File: src/rtl/seg7_pkg.sv
// Shared 7-segment definitions: active-low glyphs (abcdefg, bit6=a), blank/invalid codes, reader FSM states.
package seg7_pkg;

  localparam logic [6:0] SEG_GLYPH_0 = 7'b0000001;
  localparam logic [6:0] SEG_GLYPH_1 = 7'b1001111;
  localparam logic [6:0] SEG_GLYPH_2 = 7'b0010010;
  localparam logic [6:0] SEG_GLYPH_3 = 7'b0000110;
  localparam logic [6:0] SEG_GLYPH_4 = 7'b1001100;
  localparam logic [6:0] SEG_GLYPH_5 = 7'b0100100;
  localparam logic [6:0] SEG_GLYPH_6 = 7'b0100000;
  localparam logic [6:0] SEG_GLYPH_7 = 7'b0001111;
  localparam logic [6:0] SEG_GLYPH_8 = 7'b0000000;
  localparam logic [6:0] SEG_GLYPH_9 = 7'b0000100;

  localparam logic [6:0] SEG_BLANK_N   = 7'h7F;
  localparam logic [3:0] DIGIT_INVALID = 4'hF;

  typedef enum logic [1:0] {
    ST_IDLE     = 2'd0,
    ST_COLLECT  = 2'd1,
    ST_COMPLETE = 2'd2
  } scan_state_e;

endpackage

File: src/rtl/seg7_glyph_decode.sv
// Combinational inverse of the display encoder: active-low glyph -> digit value, err on any non-digit pattern.
module seg7_glyph_decode
  import seg7_pkg::*;
(
  input  logic [6:0] seg_n_i,
  output logic [3:0] value_o,
  output logic       err_o
);

  always_comb begin
    value_o = DIGIT_INVALID;
    err_o   = 1'b0;
    case (seg_n_i)
      SEG_GLYPH_0: value_o = 4'd0;
      SEG_GLYPH_1: value_o = 4'd1;
      SEG_GLYPH_2: value_o = 4'd2;
      SEG_GLYPH_3: value_o = 4'd3;
      SEG_GLYPH_4: value_o = 4'd4;
      SEG_GLYPH_5: value_o = 4'd5;
      SEG_GLYPH_6: value_o = 4'd6;
      SEG_GLYPH_7: value_o = 4'd7;
      SEG_GLYPH_8: value_o = 4'd8;
      SEG_GLYPH_9: value_o = 4'd9;
      default:     err_o   = 1'b1;
    endcase
  end

endmodule

File: src/rtl/seg7_scan_reader.sv
// Readback monitor for a multiplexed 7-segment bus: debounces each digit, decodes it and
// assembles a full frame that leaves on a valid/ready handshake.
module seg7_scan_reader
  import seg7_pkg::*;
#(
  parameter int unsigned NUM_DIGITS    = 4,
  parameter int unsigned STABLE_CYCLES = 8,
  parameter int unsigned TIMEOUT       = 4096
) (
  input  logic                    clk,
  input  logic                    rst,
  input  logic [6:0]              seg_n,
  input  logic [NUM_DIGITS-1:0]   dig_en_n,
  output logic [4*NUM_DIGITS-1:0] frame_data,
  output logic [NUM_DIGITS-1:0]   frame_err,
  output logic                    frame_valid,
  input  logic                    frame_ready,
  output logic                    overflow,
  output logic                    timeout
);

  localparam int unsigned IW = (NUM_DIGITS > 1) ? $clog2(NUM_DIGITS) : 1;
  localparam int unsigned CW = $clog2(STABLE_CYCLES + 1);
  localparam int unsigned TW = $clog2(TIMEOUT + 1);

  scan_state_e state_q, state_d;

  logic [6:0]              seg_q, prev_seg_q;
  logic [NUM_DIGITS-1:0]   den_q;
  logic [IW-1:0]           prev_idx_q;
  logic                    prev_act_q;
  logic [CW-1:0]           cnt_q, cnt_d;
  logic [NUM_DIGITS-1:0]   mask_q, mask_d;
  logic [4*NUM_DIGITS-1:0] stg_data_q, stg_data_d, data_q, data_d;
  logic [NUM_DIGITS-1:0]   stg_err_q, stg_err_d, err_q, err_d;
  logic [TW-1:0]           to_cnt_q, to_cnt_d;
  logic                    valid_q, valid_d, ovf_q, ovf_d, tmo_q, tmo_d;

  logic [3:0]            n_low;
  logic [IW-1:0]         idx;
  logic                  act, same, cap, mask_full, to_hit;
  logic [NUM_DIGITS-1:0] cap_bit;
  logic [3:0]            dec_val;
  logic                  dec_err;
  logic                  transfer, tmo_fire, mask_clr, to_run, accept;

  seg7_glyph_decode u_decode (
    .seg_n_i (seg_q),
    .value_o (dec_val),
    .err_o   (dec_err)
  );

  // Exactly one low enable selects a digit; anything else is treated as blanking.
  always_comb begin
    n_low = '0;
    idx   = '0;
    for (int unsigned i = 0; i < NUM_DIGITS; i++) begin
      if (!den_q[i]) begin
        n_low = n_low + 4'd1;
        idx   = IW'(i);
      end
    end
    act = (n_low == 4'd1);
  end

  always_comb begin
    same = act && prev_act_q && (idx == prev_idx_q) && (seg_q == prev_seg_q);
    cap  = same && (cnt_q == CW'(STABLE_CYCLES - 1));
    if (!act)
      cnt_d = '0;
    else if (!same)
      cnt_d = CW'(1);
    else if (cnt_q == CW'(STABLE_CYCLES))
      cnt_d = cnt_q;
    else
      cnt_d = cnt_q + CW'(1);
    cap_bit = '0;
    if (cap)
      cap_bit[idx] = 1'b1;
    mask_full = ((mask_q | cap_bit) == {NUM_DIGITS{1'b1}});
    to_hit    = (to_cnt_q == TW'(TIMEOUT - 1));
  end

  always_ff @(posedge clk or posedge rst) begin
    if (rst)
      state_q <= ST_IDLE;
    else
      state_q <= state_d;
  end

  always_comb begin
    state_d = state_q;
    case (state_q)
      ST_IDLE:     if (cap) state_d = mask_full ? ST_COMPLETE : ST_COLLECT;
      ST_COLLECT: begin
        if (cap && mask_full)
          state_d = ST_COMPLETE;
        else if (to_hit)
          state_d = ST_IDLE;
      end
      ST_COMPLETE: state_d = ST_IDLE;
      default:     state_d = ST_IDLE;
    endcase
  end

  always_comb begin
    transfer = (state_q == ST_COMPLETE);
    to_run   = (state_q == ST_COLLECT);
    tmo_fire = to_run && to_hit && !(cap && mask_full);
    mask_clr = transfer || tmo_fire;
  end

  // Transfer uses the staging next-state so a capture landing in COMPLETE is not lost.
  always_comb begin
    stg_data_d = stg_data_q;
    stg_err_d  = stg_err_q;
    if (cap) begin
      stg_data_d[4*idx +: 4] = dec_val;
      stg_err_d[idx]         = dec_err;
    end
    mask_d   = mask_clr ? '0 : (mask_q | cap_bit);
    to_cnt_d = (to_run && state_d == ST_COLLECT) ? to_cnt_q + TW'(1) : '0;
    tmo_d    = tmo_fire;
    accept   = valid_q && frame_ready;
    data_d   = data_q;
    err_d    = err_q;
    valid_d  = valid_q && !accept;
    ovf_d    = ovf_q;
    if (transfer) begin
      if (!valid_q || accept) begin
        data_d  = stg_data_d;
        err_d   = stg_err_d;
        valid_d = 1'b1;
      end else begin
        ovf_d = 1'b1;
      end
    end
  end

  always_ff @(posedge clk or posedge rst) begin
    if (rst) begin
      seg_q      <= SEG_BLANK_N;
      den_q      <= '1;
      prev_seg_q <= SEG_BLANK_N;
      prev_idx_q <= '0;
      prev_act_q <= 1'b0;
      cnt_q      <= '0;
      mask_q     <= '0;
      stg_data_q <= '0;
      stg_err_q  <= '0;
      to_cnt_q   <= '0;
      data_q     <= '0;
      err_q      <= '0;
      valid_q    <= 1'b0;
      ovf_q      <= 1'b0;
      tmo_q      <= 1'b0;
    end else begin
      seg_q      <= seg_n;
      den_q      <= dig_en_n;
      prev_seg_q <= seg_q;
      prev_idx_q <= idx;
      prev_act_q <= act;
      cnt_q      <= cnt_d;
      mask_q     <= mask_d;
      stg_data_q <= stg_data_d;
      stg_err_q  <= stg_err_d;
      to_cnt_q   <= to_cnt_d;
      data_q     <= data_d;
      err_q      <= err_d;
      valid_q    <= valid_d;
      ovf_q      <= ovf_d;
      tmo_q      <= tmo_d;
    end
  end

  assign frame_data  = data_q;
  assign frame_err   = err_q;
  assign frame_valid = valid_q;
  assign overflow    = ovf_q;
  assign timeout     = tmo_q;

endmodule

File: config.mk
export PLATFORM = sky130hd
export DESIGN_NAME = seg7_scan_reader
export DESIGN_NICKNAME = d
export VERILOG_FILES = /design/src/rtl/seg7_pkg.sv /design/src/rtl/seg7_glyph_decode.sv /design/src/rtl/seg7_scan_reader.sv
export SDC_FILE = /design/constraint.sdc
export NUM_CORES = 1
export LEC_CHECK = 0
export CAP_MARGIN = 20
export CORE_MARGIN = 4
export CORE_UTILIZATION = 60
export CTS_BUF_LIST = sky130_fd_sc_hd__clkbuf_8
export DETAILED_ROUTE_END_ITERATION = 8
export PLACE_DENSITY = 0.88
export SLEW_MARGIN = 20
export SYNTH_ARGS = -nofsm -noshare
export SYNTH_HDL_FRONTEND = slang
export SYNTH_SLANG_ARGS = --single-unit
File: constraint.sdc
create_clock -name clk -period 7.43 [get_ports clk]
set_input_delay 0.743 -clock clk [delete_from_list [all_inputs] [get_ports clk]]
set_output_delay 0.743 -clock clk [all_outputs]
set_load 0.03 [all_outputs]
# Yosys cells after proc, flatten, opt, wreduce, memory -nomap -nowiden
# Cells that the tools add are included.
# W data, S select, Z words.
[classes] addsub=6 magnitude_cmp=2 n_eq_ne=20 n_shift=2 n_mux=28 n_bitwise=2 n_reduce_logical=21
[op_table] cell="$pmux W4 S10" count=1
[op_table] cell="$mux W4" count=9
[op_table] cell="$neg A4 Y34" count=1
[op_table] cell="$shift A4 B34 Y16 const A" count=1
[op_table] cell="$shiftx A4 B34 Y16" count=1
[op_table] cell="$add A4 B1 Y4 const B" count=4
[op_table] cell="$bwmux W16" count=1
[op_table] cell="$mux W16" count=1
[op_table] cell="$eq A7 B3 Y1 const B" count=2
[op_table] cell="$eq A7 B6 Y1 const B" count=2
[op_table] cell="$eq A7 B7 Y1 const B" count=2
[op_table] cell="$add A13 B1 Y13 const B" count=1
[op_table] cell="$eq A13 B12 Y1 const B" count=1
[op_table] cell="$mux W13" count=1
[op_table] cell="$mux W2" count=6
[op_table] cell="$logic_and A1 B1 Y1" count=11
[op_table] cell="$reduce_or A10 Y1" count=1
[op_table] cell="$eq A4 B4 Y1 const B" count=2
[op_table] cell="$eq A7 B1 Y1 const B" count=1
[op_table] cell="$eq A7 B4 Y1 const B" count=1
[op_table] cell="$eq A7 B5 Y1 const B" count=1
[op_table] cell="$eq A7 B7 Y1" count=1
[op_table] cell="$logic_not A7 Y1" count=1
[op_table] cell="$mux W1" count=6
[op_table] cell="other kinds (17)" count=22
[word_totals] ff_bits=87 input_bits=14 elab_cells=97

# Longest topological paths before layout
[depth] depth_word=21 mapped_depth=13 mapped_depth_nobuf=11

# Hierarchy
# Synthesis repeated with hierarchy kept, for this count alone.
[unflattened] hier_cells=361 area_unflattened_um2=4038.9
[by_module_without_submodules] module="seg7_scan_reader" n_inst=1 cells_each=332 area_per_inst_um2=3839.9
[by_module_without_submodules] module="seg7_glyph_decode" n_inst=1 cells_each=29 area_per_inst_um2=198.9

# Worst setup path before layout
# No wires, ideal clock.
[synth_path] path_kind="register to register" startpoint="reg den_q[1]" endpoint="reg data_q[1] (netlist: frame_data[1])" t_arrival_ns=3.466 slack_ns=3.840 path_stages_with_launch=13 synth_period_minus_slack_ns=3.590 path_cell_list="dfstp_2 > inv_1 > ha_1 > xnor2_1 > ha_1 > or4b_1 > a2bb2oi_1 > and2_1 > buf_2 > or4_4 > buf_6 > mux2_4 > mux2_2"
[synth_between] elab_chain_cells=11 elab_cells_between_ends=19
[synth_rtl] element="start, declared" line_no="seg7_scan_reader.sv:29" rtl="logic [NUM_DIGITS-1:0] den_q;"
[synth_rtl] element="start signal, assigned" line_no="seg7_scan_reader.sv:159" rtl="den_q <= dig_en_n;"
[synth_rtl] element="$mux W4" line_no="seg7_scan_reader.sv:58" rtl="if (!den_q[i]) begin"
[synth_rtl] element="$add A4 B1 Y4" line_no="seg7_scan_reader.sv:59" rtl="n_low = n_low + 4'd1;"
[synth_rtl] element="$mux W4" line_no="seg7_scan_reader.sv:58"
[synth_rtl] element="$add A4 B1 Y4" line_no="seg7_scan_reader.sv:59"
[synth_rtl] element="$mux W4" line_no="seg7_scan_reader.sv:58"
[synth_rtl] element="$eq A4 B1 Y1" line_no="seg7_scan_reader.sv:63" rtl="act = (n_low == 4'd1);"
[synth_rtl] element="$logic_and A1 B1 Y1 (3 in a row)" line_no="seg7_scan_reader.sv:67" rtl="same = act && prev_act_q && (idx == prev_idx_q) && (seg_q == prev_seg_q);"
[synth_rtl] element="$logic_and A1 B1 Y1" line_no="seg7_scan_reader.sv:68" rtl="cap = same && (cnt_q == CW'(STABLE_CYCLES - 1));"
[synth_rtl] element="$mux W16 *" line_no="seg7_scan_reader.sv:117" rtl="if (cap) begin"
[synth_rtl] element="named net stg_data_d[1]" line_no="seg7_scan_reader.sv:34" rtl="logic [4*NUM_DIGITS-1:0] stg_data_q, stg_data_d, data_q, data_d;"
[synth_rtl] element="end signal, assigned" line_no="seg7_scan_reader.sv:168" rtl="data_q <= data_d;"
[synth_rtl] element="end, declared" line_no="seg7_scan_reader.sv:34"
# The timed path passes the listed nets; every way through them passes the cells marked *.
# A chain may end at the register's enable or synchronous reset.

# Worst setup path in the final report
[layout_path] startpoint="reg den_q[1]" endpoint="reg data_q[13] (netlist: frame_data[13])"
# Same word-level chain as after synthesis.

==> metrics.cfg <==
[worst_setup_path]
timing.rr.end = frame_data[13]$_DFFE_PP0P_
cp.arrival_ns = 4.08
worstSetupEndpointType = flip-flop
rr_startpoint = den_q[1]$_DFF_PP1_
reg2reg_setup_slack_ns = 3.59
cp_max_fo = 7
r2r_cells = 10
crit_type = flip-flop to flip-flop
critPathRequiredTime_ns = 7.67
critPathLaunchType = flip-flop

[finish]
drive_above_1_share_pct = 16.2
multi_input_area_um2 = 1510
final_cell_mix = dfrtp_1 (69), clkdlybuf4s50_1 (36), nand2_1 (21)
fin_cells = 445
area_delta_synth_final_pct = 14.6
antenna_cells = 0
regArea_um2 = 2200
fillers = 413
final_common_cell = dfrtp_1
final_nets = 385

[route]
vias = 2573
first_pass_iters = 4
wl_per_cell_um = 16.5
antenna_left = 0
dr.first_iter.drc_count = 169
drt_wl_total_um = 7350
post-route-drc-count = 0
via_per_inst = 5.78

[power_and_ir_drop]
fin_total_pwr_uw = 844
pwr-share-seq_pct = 58.6
switchingPower_uw = 214
power_frac_clock_pct = 36.2
leakage_nw = 2.08
power.internal_uw = 630
comb_power_share_pct = 5.2
swShare_pct = 25.3
peakVddDrop_uv = 142
power.density_nw_per_um2 = 190

[outcome]
status = finished clean

[hold_path]
min_from = seg_q[4]$_DFF_PP1_
hold_end = prev_seg_q[4]$_DFF_PP1_
hp-class = flip-flop to flip-flop
holdPathStages = 0

[grt]
grt_overflow = 0
track_usage_pct = 21.2
grt_pass1_vias = 2654
antenna_found_initial = 0
grt_start_max_net_pins = 88
grt_pass1_wl_um = 12600

[logic_synthesis]
ys_types = 56
synth_top_cell_area_share_pct = 44.6
synth.net_count = 352
synth_edf_count = 0
ys.flop_type = dfrtp_1
synthArstFlopShare_pct = 100
synth-seq-area-share_pct = 56.8
syn-cell-area_um2 = 3870
ys_ff_latch = 87
yosys-top-cells-area = dfrtp_1 (45%), dfstp_2 (12%), mux2_2 (4.1%)
synth_warnings = 0
netlist_instances = 332
syn_avg_cell_area_um2 = 11.7
synth_top_area_cell = dfrtp_1

[timing]
min_period_ns = 3.84
rsz0062_at_grt = false
setup_tns_ns = 0
worst_pin_slew_ns = 0.979
slew_violations = 0
slew_headroom_pct = 34.6
finClkSkew_ns = 0.00854
period_share_pct = 51.7
setup_viol = 0
fmax_mhz = 260
hold_viol = 0

[placed_design]
hpwlAfterDp_um = 4930
placed_cells_incl_taps = 429
gp_congestion = 0.846
port_buffers = 36

[die]
rows = 28
ioPinCount = 37
die_x_um = 88.3
die_h_um = 88.3
initial_core_util_pct = 63.5
die_area_um2 = 7800
coreArea_um2 = 6100

[cts]
clk_pin_slew_ns = 0.09
htree_num_levels = 3
clock_sinks = 87
cts-root-buf = clkbuf_8
numCtsBuffers = 9
cts-hold-fix-buffers = 0
cts_resized = 0
postCtsSetupRepairBufs = 0
clockBufferDepth = 2
cts_tree = done
clk_latency_ns = 0.36

[job]
max_cap_violations = 0

==> worst max path at each step <==
stage                            start                    endpoint  slack [ns]  cells past startpoint
detailed placement  den_q[1]$_DFF_PP1_  frame_data[13]$_DFFE_PP0P_        3.66                     10
floorplan           den_q[1]$_DFF_PP1_   frame_data[1]$_DFFE_PP0P_        3.84                     12
global route        den_q[1]$_DFF_PP1_  frame_data[13]$_DFFE_PP0P_        3.45                     10
global placement    den_q[1]$_DFF_PP1_    frame_err[3]$_DFFE_PP0P_        3.76                     10
finish              den_q[1]$_DFF_PP1_  frame_data[13]$_DFFE_PP0P_        3.59                     10
CTS                 den_q[1]$_DFF_PP1_  frame_data[13]$_DFFE_PP0P_        3.59                     10
==> final cells by class <==
| type | instances | share of cell area [%] |
|---|---|---|
| flip-flops and latches | 87 | 49.6 |
| clock buffers | 9 | 2.79 |
| clock inverters | 7 | 1.24 |
| inverters | 21 | 1.80 |
| multi-input cells | 209 | 34.1 |
| well taps | 75 | 2.12 |
| repair buffers | 37 | 8.38 |
==> metal layers <==
| layer | wire length [µm] | GRT usage [%] | up-vias |
|---|---|---|---|
| li1 | - | - | 1205 |
| met5 | 0 | 0 | - |
| met3 | 280 | 5.59 | 9 |
| met4 | 83 | 7.55 | 0 |
| met2 | 3730 | 35.6 | 59 |
| met1 | 3260 | 26.8 | 1300 |
==> stage by stage <==
stage / area (µm²) / hold slack (ns) / setup WS [ns] / util, %
3_3_place_gp: 4250 / 0.401 / 3.76 / 69.8
4_1_cts: 4430 / 0.419 / 3.59 / 72.7
2_1_floorplan: 3870 / 0.353 / 3.84 / -
6_report: 4440 / 0.420 / 3.59 / 72.8
3_5_place_dp: 4250 / 0.404 / 3.66 / 69.8
5_1_grt: 4440 / 0.433 / 3.45 / 72.8
==> critical path, stage by stage, from the launching register on <==
cell and delay [ns]:
dfstp_2 0.63, inv_1 0.08, ha_1 0.34, xnor2_1 0.16, ha_1 0.32, or4b_1 0.48, a2bb2oi_1 0.17, and2_1 0.23
or4_1 0.71, mux2_4 0.37, mux2_2 0.26
==> cell families after synthesis <==
| family | after synthesis | share of synthesized area, % |
|---|---|---|
| simple gates | 100 | 14.1 |
| mux | 34 | 10.2 |
| buf+inv | 36 | 4.07 |
| flops | 87 | 56.8 |
| fa+ha+maj | 6 | 1.94 |
| compound gates | 46 | 7.66 |
| xor+xnor | 23 | 5.21 |
==> power groups by stage <==
stage	clock network, mW	logic, mW	registers, mW
global placement	0	0.0411	0.502
global route	0.335	0.0487	0.496
CTS	0.314	0.0442	0.494
floorplan	0	0.0332	0.498
detailed placement	0	0.0434	0.503
finish	0.306	0.0437	0.494
==> cells in the mapped netlist (2+ instances only) <==
| cell type | number |
|---|---|
| dfrtp_1 | 69 |
| inv_1 | 21 |
| nand2_1 | 21 |
| nor2_1 | 20 |
| dfstp_2 | 18 |
| o21ai_0 | 18 |
| xnor2_1 | 15 |
| mux2_2 | 14 |
| nor3_1 | 13 |
| a21oi_1 | 10 |
| clkbuf_1 | 9 |
| mux2i_1 | 9 |
| xor2_1 | 8 |
| nand3_1 | 7 |
| ha_1 | 6 |
| mux2_4 | 6 |
| mux2_1 | 5 |
| nand2b_1 | 5 |
| and3_1 | 3 |
| buf_2 | 3 |
| nand4_1 | 3 |
| nor2b_1 | 3 |
| nor3b_1 | 3 |
| or3_1 | 3 |
| a2111o_1 | 2 |
| a22oi_1 | 2 |
| and2_1 | 2 |
| and3b_1 | 2 |
| buf_6 | 2 |
| nand4b_1 | 2 |
| nor4b_1 | 2 |
| o211ai_1 | 2 |
==> sequential cells by signal (all words and copies together) (netlist names) <==
register and flops:
overflow 1, stg_data_q 16, seg_q 7, state_q 2, frame_err 4, prev_seg_q 7
cnt_q 4, prev_act_q 1, mask_q 4, frame_valid 1, frame_data 16, prev_idx_q 2
stg_err_q 4, to_cnt_q 13, timeout 1, den_q 4
No activity file was read; power rests on OpenSTA's default activity.
